`src/rtl/instr_fetch_if.sv`:
```
`default_nettype none
// ============================================================================
// instr_fetch_if : imem req/ack port, redirect and decode valid/ready bundle
// Rev 1.0
// ============================================================================
interface instr_fetch_if;
  logic        imem_req;
  logic [31:0] imem_addr;
  logic        imem_ack;
  logic [31:0] imem_rdata;
  logic        redirect;
  logic [31:0] redirect_pc;
  logic        instr_valid;
  logic        instr_ready;
  logic [31:0] instr;
  logic [31:0] instr_pc;

  modport master (
    output imem_req, imem_addr, instr_valid, instr, instr_pc,
    input  imem_ack, imem_rdata, redirect, redirect_pc, instr_ready
  );

  modport slave (
    input  imem_req, imem_addr, instr_valid, instr, instr_pc,
    output imem_ack, imem_rdata, redirect, redirect_pc, instr_ready
  );
endinterface
`default_nettype wire

```
`src/rtl/instr_fetch.sv`:
```
`default_nettype none
// ============================================================================
// instr_fetch : PC owner, imem word fetch, small instruction FIFO to decode
// Rev 1.0
// ============================================================================
module instr_fetch #(
  parameter logic [31:0] RESET_PC = 32'h0000_0000,
  parameter int          DEPTH    = 2
) (
  input wire logic       clk,
  input wire logic       reset,
  instr_fetch_if.master  bus
);
  localparam int CW = $clog2(DEPTH + 1);
  localparam int PW = (DEPTH > 1) ? $clog2(DEPTH) : 1;
  localparam logic [CW-1:0] c_depth = CW'(DEPTH);
  localparam logic [PW-1:0] c_last  = PW'(DEPTH - 1);
  localparam logic [31:0]   c_nop   = 32'h0000_0013;

  localparam logic [1:0] S_IDLE  = 2'd0;
  localparam logic [1:0] S_FETCH = 2'd1;
  localparam logic [1:0] S_DROP  = 2'd2;

  logic [1:0]    r_state;
  logic [31:0]   r_pc;
  logic [31:0]   r_req_addr;
  logic [CW-1:0] r_count;
  logic [PW-1:0] r_rd_ptr;
  logic [PW-1:0] r_wr_ptr;
  logic [31:0]   r_mem_instr [DEPTH];
  logic [31:0]   r_mem_pc    [DEPTH];

  logic          w_req;
  logic [31:0]   w_addr;
  logic          w_push;
  logic          w_pop;
  logic          w_valid;

  function automatic logic [PW-1:0] f_next(input logic [PW-1:0] p);
    return (p == c_last) ? '0 : p + PW'(1);
  endfunction

  // Request decoded from state only, so imem never sees a combinational input path
  always_comb begin
    w_req  = 1'b0;
    w_addr = r_pc;
    case (r_state)
      S_FETCH: w_req = (r_count < c_depth);
      S_DROP: begin
        w_req  = 1'b1;
        w_addr = r_req_addr;
      end
      default: ;
    endcase
  end

  assign w_push  = (r_state == S_FETCH) && w_req && bus.imem_ack && !bus.redirect;
  assign w_valid = (r_count != '0);
  assign w_pop   = w_valid && bus.instr_ready;

  assign bus.imem_req    = w_req;
  assign bus.imem_addr   = w_addr;
  assign bus.instr_valid = w_valid;
  assign bus.instr       = w_valid ? r_mem_instr[r_rd_ptr] : c_nop;
  assign bus.instr_pc    = w_valid ? r_mem_pc[r_rd_ptr]    : 32'h0;

  always_ff @(posedge clk or posedge reset) begin
    if (reset) begin
      r_state    <= S_IDLE;
      r_pc       <= RESET_PC;
      r_req_addr <= RESET_PC;
      r_count    <= '0;
      r_rd_ptr   <= '0;
      r_wr_ptr   <= '0;
    end else begin
      // DROP keeps the stale address until its ack retires the request
      if (r_state != S_DROP) r_req_addr <= r_pc;
      if (bus.redirect) begin
        r_pc     <= bus.redirect_pc & ~32'd3;
        r_count  <= '0;
        r_rd_ptr <= '0;
        r_wr_ptr <= '0;
        r_state  <= (w_req && !bus.imem_ack) ? S_DROP : S_FETCH;
      end else begin
        case (r_state)
          S_IDLE:  r_state <= S_FETCH;
          S_FETCH: if (w_push) r_pc <= r_pc + 32'd4;
          S_DROP:  if (bus.imem_ack) r_state <= S_FETCH;
          default: r_state <= S_IDLE;
        endcase
        if (w_push) r_wr_ptr <= f_next(r_wr_ptr);
        if (w_pop)  r_rd_ptr <= f_next(r_rd_ptr);
        case ({w_push, w_pop})
          2'b10:   r_count <= r_count + CW'(1);
          2'b01:   r_count <= r_count - CW'(1);
          default: ;
        endcase
      end
    end
  end

  always_ff @(posedge clk) begin
    if (w_push) begin
      r_mem_instr[r_wr_ptr] <= bus.imem_rdata;
      r_mem_pc[r_wr_ptr]    <= r_pc;
    end
  end
endmodule
`default_nettype wire

```
`src/flat_wrapper.sv`:
```
// flat-port wrapper written by rule: the top's interface ports become plain ports
module instr_fetch_flat 
#(
  parameter logic [31:0] RESET_PC = 32'h0000_0000,
  parameter int          DEPTH    = 2
)
  (clk, reset, bus_imem_req, bus_imem_addr, bus_instr_valid, bus_instr, bus_instr_pc, bus_imem_ack, bus_imem_rdata, bus_redirect, bus_redirect_pc, bus_instr_ready);
  instr_fetch_if bus_i ();
  input wire logic clk;
  input wire logic reset;
  output wire logic [$bits(bus_i.imem_req)-1:0] bus_imem_req;
  output wire logic [$bits(bus_i.imem_addr)-1:0] bus_imem_addr;
  output wire logic [$bits(bus_i.instr_valid)-1:0] bus_instr_valid;
  output wire logic [$bits(bus_i.instr)-1:0] bus_instr;
  output wire logic [$bits(bus_i.instr_pc)-1:0] bus_instr_pc;
  input wire logic [$bits(bus_i.imem_ack)-1:0] bus_imem_ack;
  input wire logic [$bits(bus_i.imem_rdata)-1:0] bus_imem_rdata;
  input wire logic [$bits(bus_i.redirect)-1:0] bus_redirect;
  input wire logic [$bits(bus_i.redirect_pc)-1:0] bus_redirect_pc;
  input wire logic [$bits(bus_i.instr_ready)-1:0] bus_instr_ready;
  assign bus_imem_req = bus_i.imem_req;
  assign bus_imem_addr = bus_i.imem_addr;
  assign bus_instr_valid = bus_i.instr_valid;
  assign bus_instr = bus_i.instr;
  assign bus_instr_pc = bus_i.instr_pc;
  assign bus_i.imem_ack = bus_imem_ack;
  assign bus_i.imem_rdata = bus_imem_rdata;
  assign bus_i.redirect = bus_redirect;
  assign bus_i.redirect_pc = bus_redirect_pc;
  assign bus_i.instr_ready = bus_instr_ready;
  instr_fetch #(.RESET_PC(RESET_PC), .DEPTH(DEPTH)) u_core (.clk(clk), .reset(reset), .bus(bus_i));
endmodule
```
`config.mk`:
```
export PLATFORM = sky130hd
export DESIGN_NAME = instr_fetch_flat
export DESIGN_NICKNAME = d
export VERILOG_FILES = /design/src/rtl/instr_fetch_if.sv /design/src/rtl/instr_fetch.sv /design/src/flat_wrapper.sv
export SDC_FILE = /design/constraint.sdc
export NUM_CORES = 1
export LEC_CHECK = 0
export ABC_AREA = 1
export BUFFER_PORTS_ARGS = -buffer_cell sky130_fd_sc_hd__clkbuf_2
export CELL_PAD_IN_SITES_DETAIL_PLACEMENT = 0
export CELL_PAD_IN_SITES_GLOBAL_PLACEMENT = 1
export CORE_ASPECT_RATIO = 0.9
export CORE_UTILIZATION = 45
export CTS_CLUSTER_DIAMETER = 50
export CTS_CLUSTER_SIZE = 8
export DETAILED_ROUTE_END_ITERATION = 6
export GPL_ROUTABILITY_DRIVEN = 1
export PLACE_DENSITY = 0.92
export SKIP_CTS_REPAIR_TIMING = 1
export SYNTH_ARGS = -nofsm -noshare
export SYNTH_HDL_FRONTEND = slang
export SYNTH_SLANG_ARGS = --single-unit
```
`constraint.sdc`:
```
create_clock -name clk -period 6.4 [get_ports clk]
set_input_delay 0.32 -clock clk [delete_from_list [all_inputs] [get_ports clk]]
set_output_delay 0.32 -clock clk [all_outputs]
set_load 0.02 [all_outputs]
```
==> impl_results.md <==
- Post-route minimum period: 3198 ps
- Vias: 6354
- Post-DRT Antenna Nets: 0
- Worst hold path type: in2reg
- Layout cells sized above 1: 0.2237
- Crit path launch type: flip-flop
- Vias per cell: 5.047
- Comb pwr share: 0.318
- RSZ-0062 raised after global routing: no
- Netlist cell types: 36
- Vias in the first global route: 5979
- Slew Limit Fails: 0
- Initial antenna violation count: 0
- Crit path top cell by count: buf_4
- Mux cell area share after synthesis: 0
- Layout area overhead: 18.70%
- Synthesized area per cell: 9.755 µm²
- Clock tree buffer depth: 2
- Die Width: 145.6 µm
- IO Pins: 167
- Total GRT Usage: 0.2123
- Setup TNS: 0 ps
- Worst rel slew slack: 0.2528
- First-pass GRT wire length: 31.22 mm
- Final nets: 1079
- Initial core utilization: 0.4665
- Adder-Cell Fraction of Synth Area: 0.005993
- Clock latency on the worst-skew pair: 430 ps
- CTS H-tree lvls: 4
- Seq pwr share: 0.423
- Final Cycle Share: 0.4997
- Final setup fails: 0
- Synth Area in Compound Gates: 0.07132
- Die area: 19110 µm²
- Post-Syn Area: 8351 µm²
- Router iterations before antenna repair: 5
- #FFs+latches synth: 190
- Fillcell total: 1600
- P_int: 2404 µW
- Port bufs: 160
- CP Data Arrival Time: 3260 ps
- Initial DRC count: 436
- CTS Sinks: 190
- Sw Share: 0.3856
- Req. time, crit path: 6460 ps
- Leak: 0.004260 µW
- Yosys warns: 0
- Critical path fanouts, max: 55
- Residual DRC: 0
- Core Area: 17900 µm²
- CTS Buf Count: 17
- GP Congestion: 0.9062
- WS Path Type: reg2reg
- Switching pwr: 1509 µW
- Grt ovf: 0
- Peak supply drop: 0.0002538 V
- Slowest CP cell: nor2_4
- Worst-path cell chain: inv_1 > ha_1 > buf_4 > inv_4 > nand2_1 > nand4_2 > nor2_4 > buf_4
- PD cells: 394.8 nW/µm²
- Worst Tran Pin Value: 1121 ps
- Max Cap Viol: 0
- Cells after Synth: 856
- Hpwl dp: 13.10 mm
- Die H: 131.2 µm
- N_diodes: 0
- Outcome: finished, final reports clean
- CTS tree: done
- CP Capture Type: flip-flop
- Post-Synth Simple-Gate Area: 0.2282
- Root Driver: clkbuf_16
- Clock transition at path regs: 70 ps
- Drt wl/cell: 15.52 µm
- Largest net degree at the start of global routing: 67
- Skew final: 10.19 ps
- Post-Synth XOR/XNOR Area: 0.006293
- Share of the yosys chip area belonging to registers: 0.6437
- Largest family of logic cells by synthesized area: simple AND/OR/NAND/NOR gates
- Routed WL: 19.54 mm
- CP max stage delay: 660 ps
- Pwr Total: 3913 µW
- Rows: 46
- Peak Freq: 312.7 MHz
- Final hold violation count: 0
- Clock network power share: 0.259
==> worst max-delay path, delay by kind of cell, from the launching register on <==
| kind | cells | cell delay, ps |
|---|---|---|
| buf+inv | 4 | 1250 |
| simple gates | 3 | 1030 |
| flops | 1 | 390 |
| fa+ha+maj | 1 | 150 |
==> power by group through the flow <==
stage / combinational, µW / clock, µW / sequential [µW]
6_report: 1240 / 1010 / 1660
5_1_grt: 1370 / 1070 / 1680
4_1_cts: 1250 / 1030 / 1650
3_5_place_dp: 1250 / 0 / 1680
3_3_place_gp: 1230 / 0 / 1670
2_1_floorplan: 855 / 0 / 1630
==> stage by stage <==
step	hold WS (ps)	setup slack (ps)	instances	instance area, µm²	utilization
2_1_floorplan	418.9	2256	859	8362	-
3_5_place_dp	472.2	3163	1227	9344	0.5220
4_1_cts	64.88	3150	1259	9912	0.5538
3_3_place_gp	464.4	3218	1227	9344	0.5220
5_1_grt	60.26	2925	1259	9912	0.5538
6_report	76.90	3202	1259	9912	0.5538
==> registers in the layout, indices dropped and copies added, names as in the netlist <==
name	flops
u_core.r_mem_instr	64
u_core.r_mem_pc	60
u_core.r_pc	30
u_core.r_req_addr	30
u_core.r_count	2
u_core.r_state	2
u_core.r_rd_ptr	1
u_core.r_wr_ptr	1
==> cells in the final DEF, fill, tap and decap left out, types with 5 or more instances in the layout <==
master     count
nand3_1       45
inv_1         40
a21oi_1       61
dfrtp_1       65
o21ai_0       33
nand4_1        5
nor2_1        51
buf_4          6
nor2_4         7
o211ai_1       8
clkbuf_2     160
inv_2          7
nor2_2         6
edfxtp_1     124
nand2_1      332
xor2_1         6
clkbuf_16     17
==> kinds of logic (layout without fill, tap and decap cells) <==
kind of cell / Yosys count / in the layout
AOI/OAI and AO/OA: 110 / 110
and+or+nand+nor: 459 / 459
DFF: 190 / 190
adders and majority gates: 4 / 4
other: 1 / 4
buffers and inverters: 86 / 246
xor gates and xnor gates: 6 / 6
==> metal layers <==
metal | share of wire | wire length (µm) | global-route usage | up-vias
met4 | 0.013 | 256 | 0.06199 | 0
met5 | 0 | 0 | 0 | -
li1 | - | - | - | 3123
met1 | 0.46 | 8924 | 0.2923 | 2974
met3 | 0.070 | 1373 | 0.04444 | 24
met2 | 0.46 | 8987 | 0.3397 | 233
==> layout make-up <==
| cell class | instances | area (µm²) | area share |
|---|---|---|---|
| Inverter | 48 | 182.7 | 0.01843 |
| Clock buffer | 20 | 436.7 | 0.04405 |
| Timing Repair Buffer | 166 | 845.8 | 0.08533 |
| Clock inverter | 12 | 131.4 | 0.01325 |
| Sequential cell | 190 | 5376 | 0.5424 |
| Tap cell | 240 | 300.3 | 0.03030 |
| Multi-Input combinational cell | 583 | 2639 | 0.2662 |
==> final timing paths <==
| kind | from | endpoint | slack, ps | cells after the start |
|---|---|---|---|---|
| worst max register to register | u_core.r_state[0] | u_core.r_mem_pc[1][15] | 3200 | 8 |
| worst min register to register | u_core.r_req_addr[3] | u_core.r_req_addr[3] | 490 | 2 |
| worst min-delay path | bus_imem_rdata[3] | u_core.r_mem_instr[1][3] | 80 | 1 |
| min in group asynchronous | reset | u_core.r_state[0] | 120 | 3 |
| max in group asynchronous | reset | u_core.r_rd_ptr | 5680 | 3 |
| worst max-delay path | u_core.r_state[0] | u_core.r_mem_pc[1][15] | 3200 | 8 |
==> cell usage after synthesis (all sizes together) <==
library cell | count | share of area
a21boi | 1 | 0.0022
a21oi | 61 | 0.037
a31oi | 1 | 0.00075
and2 | 1 | 0.00075
buf | 16 | 0.012
clkbuf | 22 | 0.0099
conb | 1 | 0.00045
dfrtp | 66 | 0.20
edfxtp | 124 | 0.45
ha | 4 | 0.0060
inv | 48 | 0.022
nand2 | 338 | 0.16
nand3 | 45 | 0.027
nand3b | 1 | 0.00090
nand4 | 6 | 0.0052
nor2 | 65 | 0.037
nor3 | 2 | 0.0012
o211ai | 8 | 0.0072
o21ai | 37 | 0.023
o21bai | 1 | 0.00090
o311ai | 1 | 0.0010
or2 | 1 | 0.00075
xor2 | 6 | 0.0063
(Power assumes the default switching activity.)
